<file path="config.mk">
export PLATFORM = sky130hd
export DESIGN_NAME = dsp_mult_selftest_flat
export DESIGN_NICKNAME = d
export VERILOG_FILES = /design/src/rtl/dsp_mult_selftest_pkg.sv /design/src/rtl/dsp_mult_selftest_if.sv /design/src/rtl/dsp_mult_pipe.sv /design/src/rtl/dsp_mult_selftest.sv /design/src/flat_wrapper.sv
export SDC_FILE = /design/constraint.sdc
export NUM_CORES = 1
export LEC_CHECK = 0
export BUFFER_PORTS_ARGS = -buffer_cell sky130_fd_sc_hd__buf_4
export CORE_MARGIN = 3
export CORE_UTILIZATION = 40
export DETAILED_ROUTE_END_ITERATION = 6
export HOLD_SLACK_MARGIN = 0.03
export PLACE_DENSITY = 0.52
export SKIP_CTS_REPAIR_TIMING = 1
export SYNTH_ARGS = -nofsm -noshare
export SYNTH_HDL_FRONTEND = slang
export SYNTH_SLANG_ARGS = --single-unit
</file>
<file path="constraint.sdc">
create_clock -name clk -period 6.75 [get_ports clk]
set_clock_uncertainty 0.1 [all_clocks]
set_input_delay 0.3375 -clock clk [delete_from_list [all_inputs] [get_ports clk]]
set_output_delay 0.3375 -clock clk [all_outputs]
set_load 0.02 [all_outputs]
</file>
<file path="src/rtl/dsp_mult_selftest_pkg.sv">
// dsp_mult_selftest_pkg: FSM state encoding, LFSR tap mask, default seed
// and the shared LFSR step function for the multiplier self-test.
package dsp_mult_selftest_pkg;

    typedef enum logic [2:0] {
        ST_LOAD,
        ST_RUN,
        ST_CHECK,
        ST_PASS,
        ST_FAIL
    } state_e;

    // x^16 + x^14 + x^13 + x^11 + 1
    localparam logic [15:0] LFSR_TAPS    = 16'hB400;
    localparam logic [15:0] DEFAULT_SEED = 16'hACE1;

    // Fibonacci step: shift left, parity of tapped bits into bit0.
    function automatic logic [15:0] lfsr_step(input logic [15:0] s);
        return {s[14:0], ^(s & LFSR_TAPS)};
    endfunction

endpackage

</file>
<file path="src/rtl/dsp_mult_selftest_if.sv">
// dsp_mult_selftest_if: status bundle of the self-test.
// correct/done/fail: driven by master (the self-test), read by slave.
interface dsp_mult_selftest_if;

    logic correct;
    logic done;
    logic fail;

    modport master (output correct, output done, output fail);
    modport slave  (input  correct, input  done, input  fail);

endinterface

</file>
<file path="src/rtl/dsp_mult_pipe.sv">
// dsp_mult_pipe: 2-stage registered unsigned WIDTH x WIDTH multiplier.
// Ports: clk, rst_n (async low), a, b (WIDTH) in; p (2*WIDTH) out, 2 cycles.
module dsp_mult_pipe
    import dsp_mult_selftest_pkg::*;
#(
    parameter int WIDTH = 16
) (
    input  logic               clk,
    input  logic               rst_n,
    input  logic [WIDTH-1:0]   a,
    input  logic [WIDTH-1:0]   b,
    output logic [2*WIDTH-1:0] p
);

    logic [WIDTH-1:0]   a_q;
    logic [WIDTH-1:0]   b_q;
    logic [2*WIDTH-1:0] p_q;

    // Input and output registers around a bare multiply so the
    // whole structure folds into the MAC block's pipeline registers.
    always_ff @(posedge clk or negedge rst_n) begin
        if (!rst_n) begin
            a_q <= '0;
            b_q <= '0;
            p_q <= '0;
        end else begin
            a_q <= a;
            b_q <= b;
            p_q <= {{WIDTH{1'b0}}, a_q} * {{WIDTH{1'b0}}, b_q};
        end
    end

    assign p = p_q;

endmodule

</file>
<file path="src/rtl/dsp_mult_selftest.sv">
// dsp_mult_selftest: LFSR operands checked on fast vs shift-add multiplier.
// Ports: clk, rst_n (async low); st.master drives correct/done/fail (sticky).
// Option: SELFTEST_FAULT_INJECT_EN flips fast product bit0 at test 5.
module dsp_mult_selftest
    import dsp_mult_selftest_pkg::*;
#(
    parameter int          WIDTH     = 16,
    parameter int          NUM_TESTS = 256,
    parameter logic [15:0] SEED      = DEFAULT_SEED
) (
    input  logic                clk,
    input  logic                rst_n,
    dsp_mult_selftest_if.master st
);

    localparam int PW = 2 * WIDTH;
    localparam int CW = (WIDTH > 1) ? $clog2(WIDTH) : 1;
    localparam int TW = (NUM_TESTS > 1) ? $clog2(NUM_TESTS) : 1;

    state_e state_q, state_d;

    logic [15:0]      lfsr_a_q, lfsr_b_q;
    logic [TW-1:0]    test_q;
    logic [CW-1:0]    bit_q;
    logic [WIDTH-1:0] op_a_q, op_b_q;
    logic [WIDTH-1:0] mplier_q;
    logic [PW-1:0]    mcand_q, acc_q;

    logic [WIDTH-1:0] load_a, load_b;
    logic [WIDTH-1:0] pipe_a, pipe_b;
    logic [PW-1:0]    fast_p, fast_cmp;
    logic             last_bit, last_test, match;

    assign load_a = WIDTH'(lfsr_a_q);
    assign load_b = WIDTH'(lfsr_b_q);

    // The LFSRs step at LOAD, so the pipe sees the live LFSR value
    // during LOAD and the held copy afterwards.
    assign pipe_a = (state_q == ST_LOAD) ? load_a : op_a_q;
    assign pipe_b = (state_q == ST_LOAD) ? load_b : op_b_q;

    dsp_mult_pipe #(
        .WIDTH (WIDTH)
    ) u_pipe (
        .clk   (clk),
        .rst_n (rst_n),
        .a     (pipe_a),
        .b     (pipe_b),
        .p     (fast_p)
    );

`ifdef SELFTEST_FAULT_INJECT_EN
    assign fast_cmp = {fast_p[PW-1:1],
                       fast_p[0] ^ (32'(test_q) == 32'd5)};
`else
    assign fast_cmp = fast_p;
`endif

    assign last_bit  = (bit_q == CW'(WIDTH - 1));
    assign last_test = (test_q == TW'(NUM_TESTS - 1));
    assign match     = (fast_cmp == acc_q);

    always_ff @(posedge clk or negedge rst_n) begin
        if (!rst_n) begin
            state_q <= ST_LOAD;
        end else begin
            state_q <= state_d;
        end
    end

    always_comb begin
        state_d = state_q;
        unique case (state_q)
            ST_LOAD:  state_d = ST_RUN;
            ST_RUN:   if (last_bit) state_d = ST_CHECK;
            ST_CHECK: begin
                if (!match)         state_d = ST_FAIL;
                else if (last_test) state_d = ST_PASS;
                else                state_d = ST_LOAD;
            end
            ST_PASS:  state_d = ST_PASS;
            ST_FAIL:  state_d = ST_FAIL;
            default:  state_d = ST_LOAD;
        endcase
    end

    // Reference: one multiplier bit per RUN cycle, LSB first,
    // multiplicand pre-shifted so no barrel shifter is needed.
    always_ff @(posedge clk or negedge rst_n) begin
        if (!rst_n) begin
            lfsr_a_q <= SEED;
            lfsr_b_q <= ~SEED;
            test_q   <= '0;
            bit_q    <= '0;
            op_a_q   <= '0;
            op_b_q   <= '0;
            mplier_q <= '0;
            mcand_q  <= '0;
            acc_q    <= '0;
        end else begin
            unique case (state_q)
                ST_LOAD: begin
                    op_a_q   <= load_a;
                    op_b_q   <= load_b;
                    mcand_q  <= {{WIDTH{1'b0}}, load_a};
                    mplier_q <= load_b;
                    acc_q    <= '0;
                    bit_q    <= '0;
                    lfsr_a_q <= lfsr_step(lfsr_a_q);
                    lfsr_b_q <= lfsr_step(lfsr_b_q);
                end
                ST_RUN: begin
                    if (mplier_q[0]) acc_q <= acc_q + mcand_q;
                    mcand_q  <= mcand_q << 1;
                    mplier_q <= mplier_q >> 1;
                    bit_q    <= bit_q + 1'b1;
                end
                ST_CHECK: begin
                    if (match && !last_test) test_q <= test_q + 1'b1;
                end
                default: ;
            endcase
        end
    end

    assign st.correct = (state_q == ST_PASS);
    assign st.fail    = (state_q == ST_FAIL);
    assign st.done    = (state_q == ST_PASS) || (state_q == ST_FAIL);

endmodule

</file>
<file path="src/flat_wrapper.sv">
// flat-port wrapper written by rule: the top's interface ports become plain ports
module dsp_mult_selftest_flat import dsp_mult_selftest_pkg::*;
#(
    parameter int          WIDTH     = 16,
    parameter int          NUM_TESTS = 256,
    parameter logic [15:0] SEED      = DEFAULT_SEED
)
  (clk, rst_n, st_correct, st_done, st_fail);
  dsp_mult_selftest_if st_i ();
  input  logic clk;
  input  logic rst_n;
  output wire logic [$bits(st_i.correct)-1:0] st_correct;
  output wire logic [$bits(st_i.done)-1:0] st_done;
  output wire logic [$bits(st_i.fail)-1:0] st_fail;
  assign st_correct = st_i.correct;
  assign st_done = st_i.done;
  assign st_fail = st_i.fail;
  dsp_mult_selftest #(.WIDTH(WIDTH), .NUM_TESTS(NUM_TESTS), .SEED(SEED)) u_core (.clk(clk), .rst_n(rst_n), .st(st_i));
endmodule
</file>
==> results_dict.tcl <==
set metrics [dict create \
    final-instance-count-excl-fill 2400 \
    drc 0 \
    tightest_slew_ps 1090 \
    htreeDepth 4 \
    synth-warning-count 0 \
    core_mm2 0.0415 \
    path_cells "nand2_1 -> fa_1 -> fa_1 -> fa_1 -> inv_1 -> fa_1 -> fa_1 -> inv_1 -> fa_1 -> inv_1 -> ha_1 -> nand2_1 -> nor3_1 -> a21oi_1 -> or4_1 -> a21oi_1 -> o31ai_1 -> a21oi_1 -> nor4_1 -> a311oi_1" \
    cp.arrival_ps 6650 \
    fin_crit_sh_pct 94.6 \
    die_w_um 212 \
    fin_crit_ps 6390 \
    crit_type "reg2reg" \
    antenna_found_initial 0 \
    cts_buffer_depth 2 \
    design.die.area_mm2 0.0451 \
    fmax_mhz 157 \
    io_buffers 4 \
    yosysUniqueCellTypes 59 \
    num_vias 12352 \
    power_frac_comb_pct 1.1 \
    grt_start_max_net_pins 85 \
    pwr_density_cell_mw_per_mm2 113 \
    reg2reg_slack_ps 360 \
    viasPerCell 5.15 \
    synth_area_mm2 0.0170 \
    totalWireLength_um 43700 \
    layout-drive-gt1-share_pct 6.21 \
    setup_violations 0 \
    power.leakage_nw 9.54 \
    clk_latency_ps 460 \
    wl_per_cell_um 18.2 \
    synthCells 1877 \
    firstDrtPassIters 5 \
    synth_area_leaders "dfrtp_1 (24%), fa_1 (23%), ha_1 (10%), nand2_1 (8.5%), inv_1 (5.1%)" \
    required_ps 7010 \
    power.share.clock_pct 48.0 \
    syn_area_per_cell_um2 9.07 \
    ys_seq_area_share_pct 26.0 \
    area_growth_pct 7.57 \
    first_iter_violations 630 \
    gp_congestion 0.849 \
    p_int_w 0.00159 \
    seqCellArea_mm2 0.00443 \
    grt_pass1_vias 12726 \
    tns_ps 0 \
    crit_buf_inv 3 \
    p_sw_share_pct 23.2 \
    critPathLaunchType "register" \
    vdd.ir_drop.worst_v 0.000167 \
    ys_ff_latch 176 \
    grt_overflow 0 \
    cts_tree "yes" \
    cts-root-buf "clkbuf_16" \
    path_clk_slew_ps 70 \
    switchingPower_w 0.000481 \
    critPathSlowestCell "dfrtp_1" \
    synth_fp_nets 2211 \
    synth_top_area_cell "dfrtp_1" \
    dp_hpwl_um 33700 \
    path_common_cell "fa_1" \
    min_path_type "in2async" \
    r2r-start "u_core.u_pipe.b_q[3]$_DFFE_PN0P_" \
    reg2reg_depth 20 \
    maxCapViolations 0 \
    initial_core_util_pct 41.1 \
    cts_made_buffers 17 \
    diodes 0 \
    ioPinCount 5 \
    endpoint_kind "register" \
    async_reset_ff_share_pct 100 \
    synth_edf_count 0 \
    synthFlopType "dfrtp_1" \
    status "complete, no violations" \
    synth_top_area_share_pct 23.5 \
    fillers 4109 \
    die_h_um 212 \
    slowest_delay_ps 670 \
    cp_top_family "adder cells" \
    grt_pass1_wl_um 71700 \
    std_cell_rows 74 \
    power_frac_seq_pct 50.9 \
    detail-route-antenna-nets 0 \
    reg2reg_to "u_core.u_pipe.p[31]$_DFF_PN0_" \
    grt.total_usage_pct 20.5 \
    place_inst 2367 \
    nets 2189 \
    grt_setup_unrepaired "no" \
    maxSlewHeadroom_pct 27.6 \
    cp_max_fo 11 \
    cts.sinks 176 \
    slew_violations 0 \
    final_hold_viol_count 0 \
    multi_input_area_mm2 0.0114 \
]
==> through the flow <==
stage | setup WS, ps | cell area [um2] | total power (W) | hold slack (ps) | utilization (%)
6_report | 363 | 18300 | 0.00207 | 360 | 44.2
5_1_grt | 7.77 | 18300 | 0.00215 | 385 | 44.2
4_1_cts | 308 | 18300 | 0.00210 | -205 | 44.1
3_5_place_dp | 318 | 17700 | 0.00110 | 301 | 42.8
3_3_place_gp | 362 | 17700 | 0.00110 | 307 | 42.8
2_1_floorplan | 545 | 17000 | 0.00107 | -58.1 | -
==> worst register-to-register path, delay by kind of cell, from the launching register on <==
kind                       cells  cell delay (ps)
AOI/OAI and AO/OA              5              930
adders and majority gates      7             3310
buffers and inverters          3              150
DFF                            1              670
and+or+nand+nor                5             1120
==> cells by family after synthesis <==
logic type | Yosys count | share of synthesized area (%)
AOI/OAI and AO/OA | 237 | 8.56
and+or+nand+nor | 675 | 18.2
DFF | 176 | 26.0
adders and majority gates | 332 | 33.0
buffers and inverters | 324 | 7.16
muxes | 35 | 2.08
xor gates and xnor gates | 98 | 5.04
==> power groups by stage <==
stage	Combinational [W]	Clock (W)	Sequential, W
finish	0.0000235	0.000993	0.00105
global route	0.0000282	0.00106	0.00105
CTS	0.0000251	0.00102	0.00105
detailed placement	0.0000250	0	0.00107
global placement	0.0000252	0	0.00107
floorplan	0.00000000675	0	0.00107
==> cells in the mapped netlist (7+ instances only) <==
cell / instances
ha_1: 137
mux2i_1: 32
and3_1: 7
a21o_1: 30
xor2_1: 27
o21bai_1: 10
nor3_1: 10
and2_1: 113
o211ai_1: 7
dfrtp_1: 160
clkbuf_1: 87
dfstp_2: 16
nand2_1: 384
nor2_1: 41
nand4_1: 16
a21oi_1: 64
o21ai_0: 79
xnor2_1: 71
nand3_1: 66
nor2b_1: 10
o21a_1: 9
inv_1: 233
fa_1: 195
==> worst max path at each step <==
| stage | slack (ps) | depth (start not counted) | startpoint | to |
|---|---|---|---|---|
| floorplan | 540 | 22 | u_core.op_a_q[11]$_DFFE_PN0P_ | u_core.u_pipe.p[31]$_DFF_PN0_ |
| global placement | 360 | 20 | u_core.u_pipe.b_q[3]$_DFFE_PN0P_ | u_core.u_pipe.p[31]$_DFF_PN0_ |
| detailed placement | 320 | 22 | u_core.op_a_q[8]$_DFFE_PN0P_ | u_core.u_pipe.p[26]$_DFF_PN0_ |
| CTS | 310 | 22 | u_core.op_a_q[8]$_DFFE_PN0P_ | u_core.u_pipe.p[26]$_DFF_PN0_ |
| global route | 8 | 21 | u_core.lfsr_b_q[5]$_DFFE_PN0P_ | u_core.u_pipe.p[31]$_DFF_PN0_ |
| finish | 360 | 20 | u_core.u_pipe.b_q[3]$_DFFE_PN0P_ | u_core.u_pipe.p[31]$_DFF_PN0_ |
==> cell usage in the layout (no fill, tap or decap), drive strengths merged, types with 7 or more instances in the layout <==
master / n
nand3: 66
inv: 237
o21a: 9
dfstp: 16
nor2: 42
nand4: 16
nor2b: 10
and2: 113
o21bai: 10
o21ai: 81
buf: 48
a21o: 30
and3: 7
nand2: 384
nor3: 10
fa: 195
a211oi: 7
xnor2: 71
o211ai: 8
mux2i: 32
clkbuf: 24
dfrtp: 160
xor2: 27
a21oi: 64
ha: 137
==> sequential cells by signal (all words and copies together), names as in the netlist <==
signal	cells
u_core.bit_q	4
u_core.acc_q	32
u_core.lfsr_a_q	8
u_core.test_q	8
u_core.mplier_q	16
u_core.u_pipe.p	32
u_core.u_pipe.b_q	10
u_core.op_a_q	16
u_core.lfsr_b_q	15
u_core.state_q	3
u_core.mcand_q	32
==> cell type report <==
type / instances / area share, %
well taps: 532 / 3.63
repair buffers: 50 / 2.10
clock buffers: 23 / 2.55
inverters: 233 / 4.77
flip-flops and latches: 176 / 24.2
multi-input cells: 1377 / 62.2
clock inverters: 9 / 0.526
==> metal layers <==
| layer | up-vias | wire [um] | track usage [%] |
|---|---|---|---|
| met5 | - | 0 | 0 |
| met2 | 208 | 19700 | 32.6 |
| met4 | 0 | 458 | 4.18 |
| met3 | 27 | 2150 | 3.78 |
| li1 | 5929 | - | - |
| met1 | 6188 | 21300 | 29.6 |
No activity file was read; power rests on OpenSTA's default activity.
